[config.mk]
export PLATFORM = sky130hd
export DESIGN_NAME = hqm_aw_cfg_tgt_responder_flat
export DESIGN_NICKNAME = d
export VERILOG_FILES = /design/src/rtl/hqm_aw_cfg_tgt_responder_if.sv /design/src/rtl/hqm_aw_cfg_tgt_responder.sv /design/src/flat_wrapper.sv
export SDC_FILE = /design/constraint.sdc
export NUM_CORES = 1
export LEC_CHECK = 0
export CAP_MARGIN = 20
export CORE_AREA = 2 2 170 172
export CTS_BUF_LIST = sky130_fd_sc_hd__clkbuf_8
export CTS_CLUSTER_SIZE = 14
export DETAILED_ROUTE_END_ITERATION = 10
export DIE_AREA = 0 0 172 174
export SYNTH_ARGS = -nofsm -noshare
export SYNTH_HDL_FRONTEND = slang
export SYNTH_SLANG_ARGS = --single-unit
[constraint.sdc]
create_clock -name clk -period 2.54 [get_ports clk]
set_input_delay 0.254 -clock clk [delete_from_list [all_inputs] [get_ports clk]]
set_output_delay 0.254 -clock clk [all_outputs]
set_load 0.02 [all_outputs]
[src/rtl/hqm_aw_cfg_tgt_responder_if.sv]
// hqm_aw_cfg_tgt_responder_if: config types plus the core-side request/response bundle (master issues requests, slave responds)
package hqm_aw_cfg_pkg;
  typedef logic [15:0] cfg_offset_t;
  typedef struct packed {
    logic [15:0] target;
    cfg_offset_t offset;
  } cfg_addr_t;
  typedef struct packed {
    cfg_addr_t addr;
    logic [31:0] wdata;
  } cfg_req_t;
  typedef struct packed {
    logic err;
    logic [31:0] rdata;
  } cfg_rsp_t;
endpackage

interface hqm_aw_cfg_tgt_responder_if;
  import hqm_aw_cfg_pkg::*;
  logic core_cfg_req_write;
  logic core_cfg_req_read;
  cfg_req_t core_cfg_req;
  logic core_cfg_rsp_ack;
  cfg_rsp_t core_cfg_rsp;
  modport master(output core_cfg_req_write, core_cfg_req_read, core_cfg_req, input core_cfg_rsp_ack, core_cfg_rsp);
  modport slave(input core_cfg_req_write, core_cfg_req_read, core_cfg_req, output core_cfg_rsp_ack, core_cfg_rsp);
endinterface

[src/rtl/hqm_aw_cfg_tgt_responder.sv]
// hqm_aw_cfg_tgt_responder: decodes core config requests to NUM_TGT targets, runs req/ack with timeout, returns one response per request (clk/rst/rst_prep, core slave bundle, tgt_* handshake, status pulses)
module hqm_aw_cfg_tgt_responder
  import hqm_aw_cfg_pkg::*;
#(
  parameter int NUM_TGT = 8,
  parameter logic [NUM_TGT*16-1:0] TGT_MAP = {16'h0017, 16'h0016, 16'h0015, 16'h0014, 16'h0013, 16'h0012, 16'h0011, 16'h0010},
  parameter int TIMEOUT = 255
) (
  input  logic clk,
  input  logic rst,
  input  logic rst_prep,
  hqm_aw_cfg_tgt_responder_if.slave core,
  output logic [NUM_TGT-1:0] tgt_req_v,
  output logic tgt_req_write,
  output cfg_offset_t tgt_offset,
  output logic [31:0] tgt_wdata,
  input  logic [NUM_TGT-1:0] tgt_ack,
  input  logic [NUM_TGT-1:0][31:0] tgt_rdata,
  input  logic [NUM_TGT-1:0] tgt_err,
  output logic cfg_idle,
  output logic err_timeout,
  output logic err_overrun
);
  localparam int CW = $clog2(TIMEOUT + 1);
  localparam int SW = NUM_TGT > 1 ? $clog2(NUM_TGT) : 1;
  typedef enum logic [1:0] {IDLE, ISSUE, WAIT, RSP} state_t;
  state_t state, state_nx;
  logic [SW-1:0] sel, sel_nx, hit_idx;
  logic wr, wr_nx, to, to_nx, ovr, hit, req, both, ack;
  cfg_offset_t off, off_nx;
  logic [31:0] wd, wd_nx;
  logic [CW-1:0] cnt, cnt_nx;
  cfg_rsp_t rsp, rsp_nx, cap;
  assign req = core.core_cfg_req_write | core.core_cfg_req_read;
  assign both = core.core_cfg_req_write & core.core_cfg_req_read;
  assign ack = tgt_ack[sel];
  assign cap = '{err: tgt_err[sel], rdata: wr ? 32'h0 : tgt_rdata[sel]};
  always_comb begin
    hit = 1'b0;
    hit_idx = '0;
    for (int i = 0; i < NUM_TGT; i++)
      if (core.core_cfg_req.addr.target == TGT_MAP[i*16 +: 16]) begin
        hit = 1'b1;
        hit_idx = SW'(i);
      end
  end
  always_comb begin
    state_nx = state;
    sel_nx = sel;
    wr_nx = wr;
    off_nx = off;
    wd_nx = wd;
    cnt_nx = cnt;
    rsp_nx = rsp;
    to_nx = 1'b0;
    case (state)
      IDLE: if (req) begin
        wr_nx = core.core_cfg_req_write;
        off_nx = core.core_cfg_req.addr.offset;
        wd_nx = core.core_cfg_req.wdata;
        sel_nx = hit_idx;
        rsp_nx = '{err: 1'b1, rdata: 32'h0};
        state_nx = (hit && !both) ? ISSUE : RSP;
      end
      ISSUE: begin
        cnt_nx = '0;
        rsp_nx = ack ? cap : rsp;
        state_nx = ack ? RSP : WAIT;
      end
      WAIT: if (ack) begin
        rsp_nx = cap;
        state_nx = RSP;
      end else if (cnt == CW'(TIMEOUT - 1)) begin
        rsp_nx = '{err: 1'b1, rdata: 32'h0};
        to_nx = 1'b1;
        state_nx = RSP;
      end else cnt_nx = cnt + 1'b1;
      default: state_nx = IDLE;
    endcase
  end
  always_ff @(posedge clk) begin
    if (rst) begin
      state <= IDLE;
      sel <= '0;
      wr <= 1'b0;
      off <= '0;
      wd <= '0;
      cnt <= '0;
      rsp <= '0;
      to <= 1'b0;
      ovr <= 1'b0;
    end else if (rst_prep) begin
      state <= IDLE;
      to <= 1'b0;
      ovr <= 1'b0;
    end else begin
      state <= state_nx;
      sel <= sel_nx;
      wr <= wr_nx;
      off <= off_nx;
      wd <= wd_nx;
      cnt <= cnt_nx;
      rsp <= rsp_nx;
      to <= to_nx;
      ovr <= req && (state != IDLE);
    end
  end
  assign core.core_cfg_rsp_ack = !rst_prep && state == RSP;
  assign core.core_cfg_rsp = (rst_prep || state != RSP) ? '0 : rsp;
  assign tgt_req_v = (rst_prep || state != ISSUE) ? '0 : NUM_TGT'(1) << sel;
  assign tgt_req_write = !rst_prep && wr;
  assign tgt_offset = rst_prep ? '0 : off;
  assign tgt_wdata = rst_prep ? '0 : wd;
  assign cfg_idle = !rst_prep && state == IDLE;
  assign err_timeout = !rst_prep && to;
  assign err_overrun = !rst_prep && ovr;
endmodule

[src/flat_wrapper.sv]
// flat-port wrapper written by rule: the top's interface ports become plain ports
module hqm_aw_cfg_tgt_responder_flat import hqm_aw_cfg_pkg::*;
#(
  parameter int NUM_TGT = 8,
  parameter logic [NUM_TGT*16-1:0] TGT_MAP = {16'h0017, 16'h0016, 16'h0015, 16'h0014, 16'h0013, 16'h0012, 16'h0011, 16'h0010},
  parameter int TIMEOUT = 255
)
  (clk, rst, rst_prep, tgt_req_v, tgt_req_write, tgt_offset, tgt_wdata, tgt_ack, tgt_rdata, tgt_err, cfg_idle, err_timeout, err_overrun, core_core_cfg_req_write, core_core_cfg_req_read, core_core_cfg_req, core_core_cfg_rsp_ack, core_core_cfg_rsp);
  hqm_aw_cfg_tgt_responder_if core_i ();
  input  logic clk;
  input  logic rst;
  input  logic rst_prep;
  output logic [NUM_TGT-1:0] tgt_req_v;
  output logic tgt_req_write;
  output cfg_offset_t tgt_offset;
  output logic [31:0] tgt_wdata;
  input  logic [NUM_TGT-1:0] tgt_ack;
  input  logic [NUM_TGT-1:0][31:0] tgt_rdata;
  input  logic [NUM_TGT-1:0] tgt_err;
  output logic cfg_idle;
  output logic err_timeout;
  output logic err_overrun;
  input wire logic [$bits(core_i.core_cfg_req_write)-1:0] core_core_cfg_req_write;
  input wire logic [$bits(core_i.core_cfg_req_read)-1:0] core_core_cfg_req_read;
  input wire logic [$bits(core_i.core_cfg_req)-1:0] core_core_cfg_req;
  output wire logic [$bits(core_i.core_cfg_rsp_ack)-1:0] core_core_cfg_rsp_ack;
  output wire logic [$bits(core_i.core_cfg_rsp)-1:0] core_core_cfg_rsp;
  assign core_i.core_cfg_req_write = core_core_cfg_req_write;
  assign core_i.core_cfg_req_read = core_core_cfg_req_read;
  assign core_i.core_cfg_req = core_core_cfg_req;
  assign core_core_cfg_rsp_ack = core_i.core_cfg_rsp_ack;
  assign core_core_cfg_rsp = core_i.core_cfg_rsp;
  hqm_aw_cfg_tgt_responder #(.NUM_TGT(NUM_TGT), .TGT_MAP(TGT_MAP), .TIMEOUT(TIMEOUT)) u_core (.clk(clk), .rst(rst), .rst_prep(rst_prep), .core(core_i), .tgt_req_v(tgt_req_v), .tgt_req_write(tgt_req_write), .tgt_offset(tgt_offset), .tgt_wdata(tgt_wdata), .tgt_ack(tgt_ack), .tgt_rdata(tgt_rdata), .tgt_err(tgt_err), .cfg_idle(cfg_idle), .err_timeout(err_timeout), .err_overrun(err_overrun));
endmodule
Word level (Yosys, flattened, before mapping). Cells that the tools add are included. W data, S select, Z words.

Flip-flop bits (word level): 97. Output and inout port bits: 94. Logic and storage cells: 98.

Add/sub/neg operators: 1. Order comparisons: 1. Eq/ne operators: 19. Shift operators: 1. Muxes and demuxes: 41. Bitwise logic cells: 4. Reduce and logical (&&, ||, !) cells: 21.

Operators by type and width (number): $mux W33 (5); $eq A16 B5 Y1 const B (8); $pmux W33 S3 (1); $bmux W32 S3 (1); $mux W32 (3); $mux W8 (3); $mux W16 (1); $pmux W8 S2 (1); $mux W1 (13); $mux W2 (6); $mux W3 (4); $add A8 B1 Y8 const B (1); $eq A8 B8 Y1 const B (1); $shl A1 B3 Y8 const A (1); $logic_and A1 B1 Y1 (7); $bmux W1 S3 (2); $ne A2 B1 Y1 const B (3); $ne A2 B2 Y1 const B (3); $pmux W2 S3 (1); $reduce_and A5 Y1 (1); $eq A2 B2 Y1 const B (2); $lt A3 B4 Y1 const B (1); $reduce_and A4 Y1 (1); $reduce_bool A2 Y1 (2); other kinds (13) (16).

Longest topological paths before layout. Gate-level depths: netlist of the first run.

Word-level depth: 13. Mapped depth: 9. Mapped depth without buffers: 7.

Least setup slack after synthesis of the first run. No wires, ideal clock.

Kind: reg2reg. Start: register u_core.state[0]. End: register u_core.rsp[20] (netlist name). Arrival: 2.243 ns. Required time: 2.470 ns. Setup slack: 0.226 ns. Cell stages (with the launch flop): 10. Cell sequence: dfxtp_1 -> inv_1 -> ha_1 -> nor2b_1 -> clkbuf_1 -> o21ai_0 -> nor4b_1 -> clkbuf_1 -> nand2_1 -> a21oi_1.

Word-level cells in the longest chain between the ends: 3. Elaborated cells on any way between the ends: 9. Those cells by class: eq/ne (5); mux (1); reduce/logical (3).

Ends and longest elaborated chain: from (decl) (RTL line hqm_aw_cfg_tgt_responder.sv:27) `state_t state, state_nx;`; from (signal assigned) (RTL line hqm_aw_cfg_tgt_responder.sv:97) `state <= state_nx;`; $eq A2 B2 Y1, or another cell as far along (RTL line hqm_aw_cfg_tgt_responder.sv:56) `case (state)`; $ne A3 B1 Y1 (no source line), or another cell as far along; $reduce_and A5 Y1 (no source line); to (signal assigned) (RTL line hqm_aw_cfg_tgt_responder.sv:103) `rsp <= rsp_nx;`; to (decl) (RTL line hqm_aw_cfg_tgt_responder.sv:33) `cfg_rsp_t rsp, rsp_nx, cap;`.

Several ways; a longest one is shown, not always the timed one. A chain may end at the register's enable or synchronous reset.

Final worst setup path of the first run.
Start: register u_core.state[0]. End: output port core_core_cfg_rsp[20].

Word-level cells in the longest chain between the ends: 3.

Ends and longest elaborated chain: $ne A2 B2 Y1 (RTL line hqm_aw_cfg_tgt_responder.sv:109) `assign core.core_cfg_rsp = (rst_prep || state != RSP) ? '0 : rsp;`; $logic_or A1 B1 Y1 (RTL line hqm_aw_cfg_tgt_responder.sv:109); $mux W33 (RTL line hqm_aw_cfg_tgt_responder.sv:109); to (decl) (RTL line flat_wrapper.sv:27) `output wire logic [$bits(core_i.core_cfg_rsp)-1:0] core_core_cfg_rsp;`.

No other way between the ends.

==> parameters.txt, run 1 <==
Parameter                              Value

Placed design
  Routability cong. ... 0.913
  Area post-placement ... 11200 um^2
  Post-DP HPWL ... 22.7 mm
  I/O Buffers ... 434
  Pre-CTS setup slack ... 0.100 ns

Setup path
  Delay contributed by the slowest stage of the critical path ... 0.63 ns
  Largest fanout on the critical path ... 5
  Worst setup EP type ... primary output
  Critical setup path kind ... flip-flop to primary output
  Req. time, crit path ... 2.29 ns
  Crit path arrival time ... 2.13 ns
  Reg2reg start ... u_core.sel[0]
  Launching element type of the critical path ... flip-flop
  End of the worst register-to-register path ... u_core.cnt[4]
  Critical path's slowest cell ... sky130_fd_sc_hd__clkdlybuf4s50_1
  R2R cell count ... 6
  Startpoint of the most critical setup path ... u_core.state[0]
  Critical Path, Cell by Cell ... ha_1, nor2b_2, buf_4, and2_1, clkdlybuf4s50_1
  Worst setup endpoint ... core_core_cfg_rsp[20]
  R2R setup slack ... 0.24 ns

Clocking
  Clock root buffer ... sky130_fd_sc_hd__clkbuf_8
  CTS resizes ... 11
  Cts-stage hold buffer count ... 0
  CTS tree ... built
  Maximum root-to-sink buffer count ... 2
  Total clock buffers created by CTS ... 9
  Buffers inserted by post-CTS timing repair ... 0
  Insertion delay to the later sink of the worst-skew pair ... 0.38 ns
  Clock slew seen by the registers of the worst setup and hold paths ... 0.11 ns
  Sink Count ... 97
  H-Tree Level Count ... 3

Floorplanning
  Die Wd ... 172 um
  Full die area ... 29900 um^2
  Initial Utilization ... 22.5%
  I/O pin cnt ... 435
  Floorplan row count ... 62
  Die H ... 174 um
  Core box area ... 28200 um^2

Power
  Part of the power in the clock network ... 26.8%
  Reg power frac ... 42.9%
  Overall power consumption ... 3.76 mW
  P_sw ... 1.08 mW
  Switching part of the total power ... 28.7%
  Peak ir drop on the vdd network ... 232 uV
  Design internal power ... 2.68 mW
  Standby leakage power ... 4.23 nW
  Combinational fraction of design power ... 30.3%
  Power density cells ... 329 nW/um^2

Finish
  Net count reported at finish ... 1452
  Layout cell share with drive strength beyond 1 ... 13.9%
  Total non-filler cell area in the finished layout ... 11400 um^2
  Final-layout fill cell count ... 2819
  Post-synthesis to final-layout area growth ... 79.8%

Timing
  Post-route setup slack ... 0.155 ns
  Final number of max-transition violations ... 0
  Worst clock skew ... 0.0130 ns
  Final number of setup-violating endpoints ... 0
  Unrepaired setup endpoints after global routing ... false
  Final worst path period share ... 93.9%
  Sum Neg Setup Slack ... 0 ns
  Post-layout minimum cycle time ... 2.39 ns
  Final hold violation count ... 0
  Rel. slew slack ... 31.0%
  Transition time of the tightest slew-check pin ... 1.03 ns
  Top achievable clock speed ... 419 MHz

Yosys
  Flop and latch count out of synthesis ... 97
  EDFF count, synth ... 0
  Synth top cells by count ... sky130_fd_sc_hd__nand2_1, sky130_fd_sc_hd__dfxtp_1, sky130_fd_sc_hd__a21oi_1
  Synthesized area per cell ... 9.08 um^2
  Net count after synthesis ... 1048
  Post-Syn Area ... 6360 um^2
  Biggest area consumer among synthesized cells ... sky130_fd_sc_hd__dfxtp_1
  Async set-reset flop share out of synthesis ... 0%
  Number of instances in the synthesized netlist ... 700
  Synth area leaders ... sky130_fd_sc_hd__dfxtp_1, sky130_fd_sc_hd__mux4_2, sky130_fd_sc_hd__nand2_1
  Primary flip-flop cell chosen by synthesis mapping ... sky130_fd_sc_hd__dfxtp_1
  Number of distinct library cells after synthesis ... 40
  Synthesis Warnings ... 0
  Most instantiated library cell after synthesis ... sky130_fd_sc_hd__nand2_1
  Share of the synthesized area in the top cell type ... 30.5%
  Sequential element share of the synthesized area ... 30.5%

Global routing
  Wire length of the first global-routing pass ... 42.2 mm
  GRT Total Usage ... 18.6%
  Vias in the first global route ... 7110
  Total grt overflow ... 0
  Number of antenna violations at the first check in global routing ... 1
  Maximum number of pins on one net before global-route repair ... 91

Drt
  Routed wirelength normalized by instance count ... 19.0 um
  Drt first pass iters ... 5
  Total Wirelength ... 28.4 mm
  DRC errors left ... 0
  Total number of vias ... 6882
  Remaining antenna violation count after routing ... 0
  Avg Vias per Cell ... 4.61
  Starting DRT DRC Count ... 238

Flow run
  Total of max-cap violations ... 0

Min path
  Worst Hold Class ... input pin to flip-flop

Outcome
  Run status ... completed
-- layer usage --
layer  share of wire, %  global-route usage (%)
met4                1.4                    4.20
met5                  0                       0
met3                7.5                    4.51
met1                 41                    23.0
met2                 50                    32.5
-- worst max-delay path: cells and delay by family, from the launching register on --
family	cells	cell delay (ns)
buffers and inverters	2	0.79
DFF	1	0.43
and+or+nand+nor	2	0.34
adders and majority gates	1	0.18
-- area by class of cell --
class                           count  area, um^2  area share [%]
Timing Repair Buffer              456        4610            40.4
Inverter                            6        22.5           0.197
Antenna cell                        1        2.50          0.0219
Sequential cell                    97        1950            17.1
Clock inverter                      7        61.3           0.536
Clock buffer                        9         124            1.08
Multi-Input combinational cell    534        4180            36.5
Tap cell                          384         480            4.20
-- placed cells by master (no fill, tap or decap), drive strengths merged, types with 2 or more instances in the layout --
cell,netlist,final
a21oi,93,93
and2,34,34
buf,14,25
clkbuf,49,10
clkdlybuf4s50,0,399
clkinv,0,2
dfxtp,97,97
dlygate4sd2,0,9
dlymetal6s2s,0,22
ha,7,7
inv,6,10
mux2,33,33
mux4,68,68
nand2,140,140
nand2b,3,3
nand3,6,6
nand4,5,5
nor2,14,14
nor2b,55,55
nor3,5,5
nor4b,3,3
o21ai,40,40
o31ai,4,4
or2,2,2
or3,4,4
or4,4,4
-- state kept, by name, indices dropped and copies added (netlist names) --
register and cells:
u_core.cnt 8, u_core.off 16, u_core.ovr 1, u_core.rsp 33, u_core.sel 3, u_core.state 2
u_core.to 1, u_core.wd 32, u_core.wr 1
-- power by group through the flow --
stage	combinational, mW	clock [mW]	sequential, mW
finish	1.14	1.01	1.61
global route	1.22	1.12	1.62
floorplan	0.408	0	1.64
CTS	1.15	1.06	1.62
global placement	1.14	0	1.65
detailed placement	1.14	0	1.65
-- metrics by stage --
step / utilization [%] / cells / hold WS (ns)
after global placement: 39.7 / 1477 / 0.436
final: 40.5 / 1494 / 0.320
after floorplan: - / 700 / 0.390
after CTS: 40.3 / 1493 / 0.298
after global routing: 40.5 / 1494 / 0.355
after detailed placement: 39.7 / 1477 / 0.442
-- how the worst min path moves through the flow --
stage	start	endpoint	slack (ns)	cells past startpoint
2_1_floorplan	core_core_cfg_req[32]	u_core.off[0]	0.39	2
3_3_place_gp	u_core.wd[20]	u_core.wd[20]	0.44	2
3_5_place_dp	u_core.off[5]	u_core.off[5]	0.44	2
4_1_cts	rst_prep	u_core.state[1]	0.30	4
5_1_grt	rst_prep	u_core.state[1]	0.36	4
6_report	rst_prep	u_core.state[1]	0.32	4
-- cell families (layout without fill, tap and decap cells) --
family | after synthesis | after routing | share of synthesized area (%)
other | 0 | 1 | 0
multiplexers | 102 | 102 | 30.2
adder cells (fa/ha/maj) | 7 | 7 | 1.38
flip-flops | 97 | 97 | 30.5
AO/OA/AOI/OAI | 144 | 144 | 11.8
buffers and inverters | 69 | 478 | 4.39
AND/OR/NAND/NOR | 280 | 280 | 21.6
XOR/XNOR | 1 | 1 | 0.138
No activity file was read; power rests on OpenSTA's default activity.
==> inputs of run 2 (changes only) <==
CTS_CLUSTER_DIAMETER = 50   (was default)
GPL_TIMING_DRIVEN = 0   (was default)
==> run 2 against run 1 <==
Via count is 2.9% higher. Non-clock buffer count rose by 41. Clock-buffer cell count unchanged. Flip-flop and latch count stayed put. Worst hold slack better by 0.080 ns. Clock skew is 0.00073 ns lower. Core utilization up 0.062 points. Critical path type unchanged. Largest cell class unchanged. Largest power group unchanged.
==> parameters.txt, run 2 (synthesis results as in run 1) <==
Parameter                              Value

Outcome
  Run status ... completed (unchanged)

Floorplanning
  Die Wd ... 172 um (unchanged)
  Die H ... 174 um (unchanged)
  Floorplan row count ... 62 (unchanged)
  I/O pin cnt ... 435 (unchanged)
  Initial Utilization ... 22.5% (unchanged)
  Core box area ... 28200 um^2 (unchanged)
  Full die area ... 29900 um^2 (unchanged)

Finish
  Max FFs per register ... 33 (unchanged)
  Top library cells by usage in the layout, fill and taps aside ... sky130_fd_sc_hd__clkdlybuf4s50_1, sky130_fd_sc_hd__nand2_1, sky130_fd_sc_hd__dfxtp_1 (unchanged)
  Final-layout fill cell count ... 2919 (was 2819)
  Layout cell share with drive strength beyond 1 ... 13.7% (was 13.9%)
  Total non-filler cell area in the finished layout ... 11400 um^2 (about the same)
  Post-synthesis to final-layout area growth ... 80.1% (was 79.8%)
  Net count reported at finish ... 1493 (was 1452)
  Register name with the most flops ... u_core.rsp (unchanged)
  Biggest regs ... u_core.rsp x33, u_core.wd x32, u_core.off x16 (unchanged)
  Most frequent standard cell in the layout excluding fill and tap cells ... sky130_fd_sc_hd__clkdlybuf4s50_1 (unchanged)

Flow run
  Total of max-cap violations ... 0 (unchanged)

Timing
  Rel. slew slack ... 36.2% (was 31.0%)
  Worst clock skew ... 0.0123 ns (was 0.0130 ns)
  Sum Neg Setup Slack ... 0 ns (unchanged)
  Final hold violation count ... 0 (unchanged)
  Transition time of the tightest slew-check pin ... 0.957 ns (was 1.03 ns)
  Final number of max-transition violations ... 0 (unchanged)
  Post-layout minimum cycle time ... 2.44 ns (was 2.39 ns)
  Final worst path period share ... 96.3% (was 93.9%)
  Final number of setup-violating endpoints ... 0 (unchanged)
  Top achievable clock speed ... 409 MHz (was 419 MHz)

Power
  Standby leakage power ... 4.01 nW (was 4.23 nW)
  Peak ir drop on the vdd network ... 229 uV (was 232 uV)
  Overall power consumption ... 3.82 mW (was 3.76 mW)
  Power density cells ... 334 nW/um^2 (was 329 nW/um^2)

Clocking
  Total clock buffers created by CTS ... 9 (unchanged)
  Cts-stage hold buffer count ... 0 (unchanged)
  Sink Count ... 97 (unchanged)
  CTS tree ... built (unchanged)
  Maximum root-to-sink buffer count ... 2 (unchanged)
  Clock slew seen by the registers of the worst setup and hold paths ... 0.12 ns (was 0.11 ns)
  Insertion delay to the later sink of the worst-skew pair ... 0.39 ns (was 0.38 ns)
  H-Tree Level Count ... 3 (unchanged)
  Clock root buffer ... sky130_fd_sc_hd__clkbuf_8 (unchanged)

Setup path
  Critical setup path kind ... flip-flop to primary output (unchanged)
  Top cell family by delay on the critical path ... buffers and inverters (unchanged)
  Most common cell on crit path ... sky130_fd_sc_hd__buf_4
  Delay contributed by the slowest stage of the critical path ... 0.61 ns (was 0.63 ns)
  Critical path's slowest cell ... sky130_fd_sc_hd__clkdlybuf4s50_1 (unchanged)
  Worst setup EP type ... primary output (unchanged)
  Total buffers and inverters traversed by the critical path ... 3 (was 2)
  Crit path arrival time ... 2.19 ns (was 2.13 ns)
  Launching element type of the critical path ... flip-flop (unchanged)
  Largest fanout on the critical path ... 10 (was 5)
  Req. time, crit path ... 2.29 ns (about the same)
  Critical Path, Cell by Cell ... buf_4, buf_4, nand2_1, nor2_1, clkdlybuf4s50_1 (was ha_1, nor2b_2, buf_4, and2_1, clkdlybuf4s50_1)

Global routing
  Wire length of the first global-routing pass ... 45.0 mm (was 42.2 mm)
  Maximum number of pins on one net before global-route repair ... 21 (was 91)
  Vias in the first global route ... 7478 (was 7110)
  Number of antenna violations at the first check in global routing ... 1 (unchanged)
  GRT Total Usage ... 20.3% (was 18.6%)
  Total grt overflow ... 0 (unchanged)

Drt
  Total number of vias ... 7082 (was 6882)
  Total Wirelength ... 30.5 mm (was 28.4 mm)
  Avg Vias per Cell ... 4.61 (about the same)
  Remaining antenna violation count after routing ... 0 (unchanged)
  Routed wirelength normalized by instance count ... 19.9 um (was 19.0 um)
  Drt first pass iters ... 4 (was 5)
  DRC errors left ... 0 (unchanged)
  Starting DRT DRC Count ... 328 (was 238)

Placed design
  Area post-placement ... 11200 um^2 (about the same)
  Routability cong. ... 0.944 (was 0.913)
  Post-DP HPWL ... 25.6 mm (was 22.7 mm)
  I/O Buffers ... 433 (was 434)

Min path
  Worst Hold Class ... input pin to flip-flop (unchanged)
[run 2: cell types whose count changed in the layout (fill, tap and decap cells not counted), moves of 4 or more]
cell                             previous run  this run
sky130_fd_sc_hd__dlymetal6s2s_1            22         1
sky130_fd_sc_hd__buf_12                     6         0
sky130_fd_sc_hd__buf_4                     18         6
sky130_fd_sc_hd__buf_1                      0         5
sky130_fd_sc_hd__clkbuf_2                   1        14
sky130_fd_sc_hd__clkbuf_4                   0         4
sky130_fd_sc_hd__clkbuf_1                   0        26
sky130_fd_sc_hd__dlygate4sd2_1              9        32
[run 2: worst register-to-register path, cell delays in order (launching register included)]
cell and delay, ns:
sky130_fd_sc_hd__dfxtp_1 0.44, sky130_fd_sc_hd__buf_4 0.26, sky130_fd_sc_hd__buf_1 0.74, sky130_fd_sc_hd__mux4_2 0.45, sky130_fd_sc_hd__mux2_2 0.29, sky130_fd_sc_hd__nand2_1 0.07, sky130_fd_sc_hd__a21oi_1 0.06
[run 2: final timing paths]
kind	start	to	slack [ns]	cells after the start
setup / recovery	u_core.sel[1]	tgt_req_v[7]	0.1	5
hold / removal	core_core_cfg_req[11]	u_core.wd[11]	0.40	3
setup reg to reg	u_core.sel[1]	u_core.rsp[27]	0.12	6
hold reg to reg	u_core.wd[2]	u_core.wd[2]	0.46	2
[run 2: repair_timing]
item | CTS | global route
setup endpoints to repair | 123 | 94
resized for setup | 60 | 35
pin swaps | 1 | 1
setup buffers | 1 | 0
[run 2: stage by stage]
step                      hold WS [ns]  setup WS (ns)  util [%]  instances
after global routing             0.366     -0.0000500      40.5       1535
after CTS                        0.361        -0.0549      40.4       1534
after global placement           0.437         -0.880      39.6       1517
after detailed placement         0.442         -0.574      39.6       1518
after floorplan                  0.390          0.226         -        700
final                            0.401         0.0951      40.5       1535
[run 2: area by class of cell]
class	instances	area [um^2]	share of cell area, %
timing repair buffer	435	4310	37.7
clock inverter	7	81.3	0.710
antenna	1	2.50	0.0219
inverter	6	22.5	0.197
clock buffer	9	124	1.08
tap	384	480	4.20
buffer	62	323	2.82
multi-input combinational	534	4160	36.3
sequential	97	1950	17.0
[run 2: metal layers]
| metal | wire, um | GRT usage [%] | up-vias | part of all wire, % |
|---|---|---|---|---|
| met4 | 833 | 6.16 | 0 | 2.7 |
| met3 | 2280 | 5.71 | 43 | 7.5 |
| li1 | - | - | 3381 | - |
| met1 | 12800 | 25.4 | 3358 | 42 |
| met2 | 14600 | 33.7 | 300 | 48 |
| met5 | 0 | 0 | - | 0 |
[run 2: power breakdown]
part,switching (mW),internal (mW)
clock,0.669,0.396
sequential,0.0301,1.58
combinational,0.429,0.713
==> inputs of run 3 (changes only) <==
CORE_AREA = 2 2 167 169   (was 2 2 170 172)
CTS_BUF_LIST = sky130_fd_sc_hd__clkbuf_16   (was sky130_fd_sc_hd__clkbuf_8)
DIE_AREA = 0 0 169 171   (was 0 0 172 174)
PLACE_DENSITY_LB_ADDON = 0.25   (was default)
==> run 3 against run 2 <==
Core utilization grew 1.9 points. Critical path depth up 1. Setup slack better by 0.0044 ns. Sequential share of layout area decreased by 0.23 points. Die area down 3.4%.
==> parameters.txt, run 3 (synthesis results as in run 1) <==
Parameter                              Value

Finish
  Layout cell share with drive strength beyond 1 ... 14.0% (was 13.7%)
  Net count reported at finish ... 1497 (was 1493)
  Top library cells by usage in the layout, fill and taps aside ... sky130_fd_sc_hd__clkdlybuf4s50_1, sky130_fd_sc_hd__nand2_1, sky130_fd_sc_hd__dfxtp_1 (unchanged)
  Multi-input gate area ... 4180 um^2 (was 4160 um^2)
  Area of all sequential standard cells ... 1950 um^2 (about the same)
  Final core utilization ... 42.4% (was 40.5%)
  Biggest regs ... u_core.rsp x33, u_core.wd x32, u_core.off x16 (unchanged)
  Final-layout fill cell count ... 2739 (was 2919)
  Register name with the most flops ... u_core.rsp (unchanged)
  Most frequent standard cell in the layout excluding fill and tap cells ... sky130_fd_sc_hd__clkdlybuf4s50_1 (unchanged)
  Max FFs per register ... 33 (unchanged)
  Post-synthesis to final-layout area growth ... 82.4% (was 80.1%)

Timing
  Transition time of the tightest slew-check pin ... 0.839 ns (was 0.957 ns)
  Final number of max-transition violations ... 0 (unchanged)
  Top achievable clock speed ... 410 MHz (was 409 MHz)
  Final Hold Slack ... 0.436 ns (was 0.401 ns)
  Final worst path period share ... 96.1% (was 96.3%)
  Rel. slew slack ... 44.1% (was 36.2%)
  Final number of setup-violating endpoints ... 0 (unchanged)
  Unrepaired setup endpoints after global routing ... false
  Final hold violation count ... 0 (unchanged)
  Worst clock skew ... 0.0125 ns (was 0.0123 ns)
  Post-layout minimum cycle time ... 2.44 ns (about the same)

Setup path
  Worst setup EP type ... primary output (unchanged)
  Delay contributed by the slowest stage of the critical path ... 0.63 ns (was 0.61 ns)
  Req. time, crit path ... 2.29 ns (about the same)
  Top cell family by delay on the critical path ... buffers and inverters (unchanged)
  Most common cell on crit path ... sky130_fd_sc_hd__clkdlybuf4s50_1 (was sky130_fd_sc_hd__buf_4)
  Largest fanout on the critical path ... 10 (unchanged)
  Critical path's slowest cell ... sky130_fd_sc_hd__clkdlybuf4s50_1 (unchanged)
  Crit path arrival time ... 2.19 ns (about the same)
  Launching element type of the critical path ... input pin (was flip-flop)
  Critical Path, Cell by Cell ... clkdlybuf4s50_1, clkbuf_4, nand3b_1, buf_4, nor3_1, clkdlybuf4s50_1 (was buf_4, buf_4, nand2_1, nor2_1, clkdlybuf4s50_1)
  Critical setup path kind ... input pin to primary output (was flip-flop to primary output)
  Total buffers and inverters traversed by the critical path ... 4 (was 3)

Placed design
  Routability cong. ... 0.891 (was 0.944)
  Post-DP HPWL ... 25.0 mm (was 25.6 mm)
  I/O Buffers ... 433 (unchanged)

Drt
  Routed wirelength normalized by instance count ... 19.9 um (about the same)
  DRC errors left ... 0 (unchanged)
  Total number of vias ... 7048 (was 7082)
  Drt first pass iters ... 4 (unchanged)
  Total Wirelength ... 29.9 mm (was 30.5 mm)
  Remaining antenna violation count after routing ... 0 (unchanged)
  Avg Vias per Cell ... 4.69 (was 4.61)
  Starting DRT DRC Count ... 246 (was 328)

Global routing
  Wire length of the first global-routing pass ... 44.4 mm (was 45.0 mm)
  GRT Total Usage ... 20.5% (was 20.3%)
  Total grt overflow ... 0 (unchanged)
  Maximum number of pins on one net before global-route repair ... 20 (was 21)
  Number of antenna violations at the first check in global routing ... 4 (was 1)
  Vias in the first global route ... 7595 (was 7478)

Min path
  Worst Hold Class ... input pin to flip-flop (unchanged)

Clocking
  Total clock buffers created by CTS ... 9 (unchanged)
  Sink Count ... 97 (unchanged)
  Clock slew seen by the registers of the worst setup and hold paths ... 0.08 ns (was 0.12 ns)
  Maximum root-to-sink buffer count ... 2 (unchanged)
  CTS tree ... built (unchanged)
  Insertion delay to the later sink of the worst-skew pair ... 0.36 ns (was 0.39 ns)
  H-Tree Level Count ... 3 (unchanged)
  Clock root buffer ... sky130_fd_sc_hd__clkbuf_16 (was sky130_fd_sc_hd__clkbuf_8)

Power
  Reg power frac ... 38.8% (was 42.3%)
  Part of the power in the clock network ... 33.8% (was 27.9%)
  Standby leakage power ... 4.09 nW (was 4.01 nW)
  Peak ir drop on the vdd network ... 360 uV (was 229 uV)
  Switching part of the total power ... 28.0% (was 29.5%)
  Power density cells ... 359 nW/um^2 (was 334 nW/um^2)
  P_sw ... 1.17 mW (was 1.13 mW)
  Combinational fraction of design power ... 27.4% (was 29.9%)
  Design internal power ... 3.00 mW (was 2.69 mW)

Floorplanning
  Die Wd ... 169 um (was 172 um)
  Full die area ... 28900 um^2 (was 29900 um^2)
  I/O pin cnt ... 435 (unchanged)
  Initial Utilization ... 23.3% (was 22.5%)
  Floorplan row count ... 61 (was 62)
  Die H ... 171 um (was 174 um)
  Core box area ... 27300 um^2 (was 28200 um^2)

Outcome
  Run status ... completed (unchanged)

Flow run
  Total of max-cap violations ... 0 (unchanged)
run 3: metal layers:
metal / global-route usage, % / part of all wire [%]
met1: 23.7 / 39
met2: 36.8 / 51
met3: 5.78 / 7.7
met4: 6.61 / 2.2
met5: 0 / 0.084
run 3: path summary, 6_finish.rpt:
kind,cells past startpoint,slack [ns],from,end
worst max-delay path,6,0.1,rst_prep,tgt_req_v[1]
worst min-delay path,3,0.44,core_core_cfg_req[16],u_core.wd[16]
worst max register to register,7,0.12,u_core.sel[1],u_core.cnt[6]
worst min register to register,2,0.45,u_core.off[11],u_core.off[11]
run 3: power by group through the flow:
stage / clock network, mW / registers (mW) / logic, mW
floorplan: 0 / 1.64 / 0.408
global placement: 0 / 1.65 / 1.13
detailed placement: 0 / 1.65 / 1.13
CTS: 1.46 / 1.62 / 1.15
global route: 1.52 / 1.63 / 1.23
finish: 1.41 / 1.62 / 1.14
run 3: tightest hold or removal path, delay by kind of cell:
kind | cells | cell delay, ns
buffers and inverters | 1 | 0.40
and+or+nand+nor | 1 | 0.05
AOI/OAI and AO/OA | 1 | 0.05
run 3: area by class of cell:
type,count,area share (%)
repair buffers,439,37.9
clock buffers,9,1.94
flip-flops and latches,97,16.8
clock inverters,7,0.615
diodes,2,0.0432
multi-input cells,534,36.0
inverters,6,0.194
well taps,346,3.73
plain buffers,62,2.73
run 3: repair_timing:
action	CTS	global route
pin swaps	1	1
setup buffers	4	1
setup endpoints to repair	123	89
gates resized for setup	40	39
hold buffers	0	0
run 3: per-stage QoR:
step                      setup TNS [ns]  power (mW)  setup slack (ns)  cells  instance area, um^2
final                                  0        4.16            0.0996   1502                11600
after CTS                              0        4.23           0.00554   1500                11500
after floorplan                        0        2.05             0.226    700                 6360
after global placement            -59.32        2.78             -1.19   1479                11100
after global routing                   0        4.37          0.000690   1502                11600
after detailed placement          -35.17        2.78            -0.556   1480                11100
==> edit: new RTL, settings of run 2 <==
Re-encode `state_t` (4 states) as one-hot, 4 bits wide.
--- a/src/rtl/hqm_aw_cfg_tgt_responder.sv
+++ b/src/rtl/hqm_aw_cfg_tgt_responder.sv
@@ -25,3 +25,3 @@
   localparam int SW = NUM_TGT > 1 ? $clog2(NUM_TGT) : 1;
-  typedef enum logic [1:0] {IDLE, ISSUE, WAIT, RSP} state_t;
+  typedef enum logic [3:0] {IDLE = 4'b0001, ISSUE = 4'b0010, WAIT = 4'b0100, RSP = 4'b1000} state_t;
   state_t state, state_nx;
Function: same outputs for any inputs over 4 cycles, from zero or initial values and one cycle with rst high; so few cycles prove little.
==> edit against run 2 <==
Maximum frequency increased by 0.19%. Register-to-register slack improved by 30 ps. Non-clock buffer count decreased by 4. Critical path type unchanged. Worst hold slack got worse by 10 ps. Synthesized area increased by 0.45%. Sequential cell count increased by 2. Setup slack improved by 4.5 ps. Total power decreased by 2.1%. Routed wire length decreased by 0.89%. Cell area increased by 0.19%. Sequential share of layout area increased by 0.31 points. Core utilization increased by 0.075 points.
==> edit: results (changes against run 2) <==
<table>
<tr><th>Metric</th><th>Value</th></tr>
<tr><th colspan="2">GRT</th></tr>
<tr><td>Met2 GRT Util</td><td>34.86% (was 33.73%)</td></tr>
<tr><td>Wire length of the first global-routing pass</td><td>44.57 mm (was 45.00 mm)</td></tr>
<tr><td>Met3 GRT Util</td><td>4.508% (was 5.715%)</td></tr>
<tr><td>Number of antenna violations at the first check in global routing</td><td>8 (was 1)</td></tr>
<tr><td>Combined global-route utilization of all metal layers</td><td>20.21% (was 20.29%)</td></tr>
<tr><th colspan="2">Drt</th></tr>
<tr><td>Initial DRC Count</td><td>290 (was 328)</td></tr>
<tr><td>Detail Route met2 WL</td><td>15.49 mm (was 14.59 mm)</td></tr>
<tr><th colspan="2">Worst setup path</th></tr>
<tr><td>Critical path's largest stage delay</td><td>500 ps (was 610 ps)</td></tr>
<tr><td>Dominant delay contributor by cell family on the critical path</td><td>simple AND/OR/NAND/NOR gates (was buffers and inverters)</td></tr>
<tr><td>Worst Reg2Reg Path Length in Cells</td><td>9 (was 6)</td></tr>
<tr><td>Worst flop-to-flop path startpoint</td><td>u_core.sel[0] (was u_core.sel[1])</td></tr>
<tr><td>Terminus of the critical flop-to-flop path</td><td>u_core.rsp[1] (was u_core.rsp[27])</td></tr>
<tr><td>CP Launch Point</td><td>u_core.state[3] (was u_core.sel[1])</td></tr>
<tr><th colspan="2">Synthesis</th></tr>
<tr><td>Post-synthesis sequential area ratio</td><td>31.03% (was 30.55%)</td></tr>
<tr><td>Main area contributors after synthesis</td><td>dfxtp_1 (31%), mux4_2 (24%), o2bb2ai_2 (7.1%) (was dfxtp_1 (31%), mux4_2 (24%), nand2_1 (8.3%))</td></tr>
<tr><td>Synth Area per Inst</td><td>10.19 um2 (was 9.082 um2)</td></tr>
<tr><td>Synthesized Nets</td><td>970 (was 1048)</td></tr>
<tr><th colspan="2">Power and ir drop</th></tr>
<tr><td>Power per cell area</td><td>326.3 nW/um2 (was 333.9 nW/um2)</td></tr>
<tr><td>Sequential group share of total power</td><td>43.5% (was 42.3%)</td></tr>
<tr><th colspan="2">Timing</th></tr>
<tr><td>Worst clock skew</td><td>25.08 ps (was 12.25 ps)</td></tr>
<tr><td>Peak Freq</td><td>0.4098 GHz (was 0.4090 GHz)</td></tr>
<tr><th colspan="2">Clock tree</th></tr>
<tr><td>Number of buffers added for setup after CTS</td><td>2 (was 1)</td></tr>
<tr><td>Number of cells upsized or downsized after cts</td><td>120 (was 60)</td></tr>
<tr><th colspan="2">Worst hold path</th></tr>
<tr><td>Min-delay src</td><td>core_core_cfg_req[46] (was core_core_cfg_req[11])</td></tr>
<tr><td>Worst Hold End</td><td>u_core.off[14] (was u_core.wd[11])</td></tr>
<tr><th colspan="2">Final layout</th></tr>
<tr><td>Fraction of layout instances using a drive strength above 1</td><td>18.52% (was 13.65%)</td></tr>
<tr><th colspan="2">Outcome</th></tr>
<tr><td>Run status</td><td>complete, no violations (unchanged)</td></tr>
</table>
-- edit: through the flow --
step,std cells,hold slack [ps]
after floorplan,627,390.0
after global placement,1444,438.1
after detailed placement,1444,442.0
after CTS,1462,373.4
after global routing,1471,375.8
final,1471,390.7
-- edit: area by class of cell --
type / count / area [um2] / area share (%)
clock buffer: 9 / 123.9 / 1.080
clock inverter: 7 / 88.84 / 0.7744
antenna: 7 / 17.52 / 0.1527
buffer: 56 / 296.5 / 2.585
inverter: 6 / 22.52 / 0.1963
timing repair buffer: 437 / 4299 / 37.48
tap: 384 / 480.5 / 4.188
multi-input combinational: 466 / 4155 / 36.22
sequential: 99 / 1987 / 17.32
-- edit: cells by family after synthesis --
group	after synthesis	share of synthesized area (%)
AO/OA/AOI/OAI	106	14.05
XOR/XNOR	5	0.6857
buffers and inverters	62	4.467
flip-flops	99	31.03
AND/OR/NAND/NOR	250	19.87
adder cells (fa/ha/maj)	2	0.3918
multiplexers	103	29.51
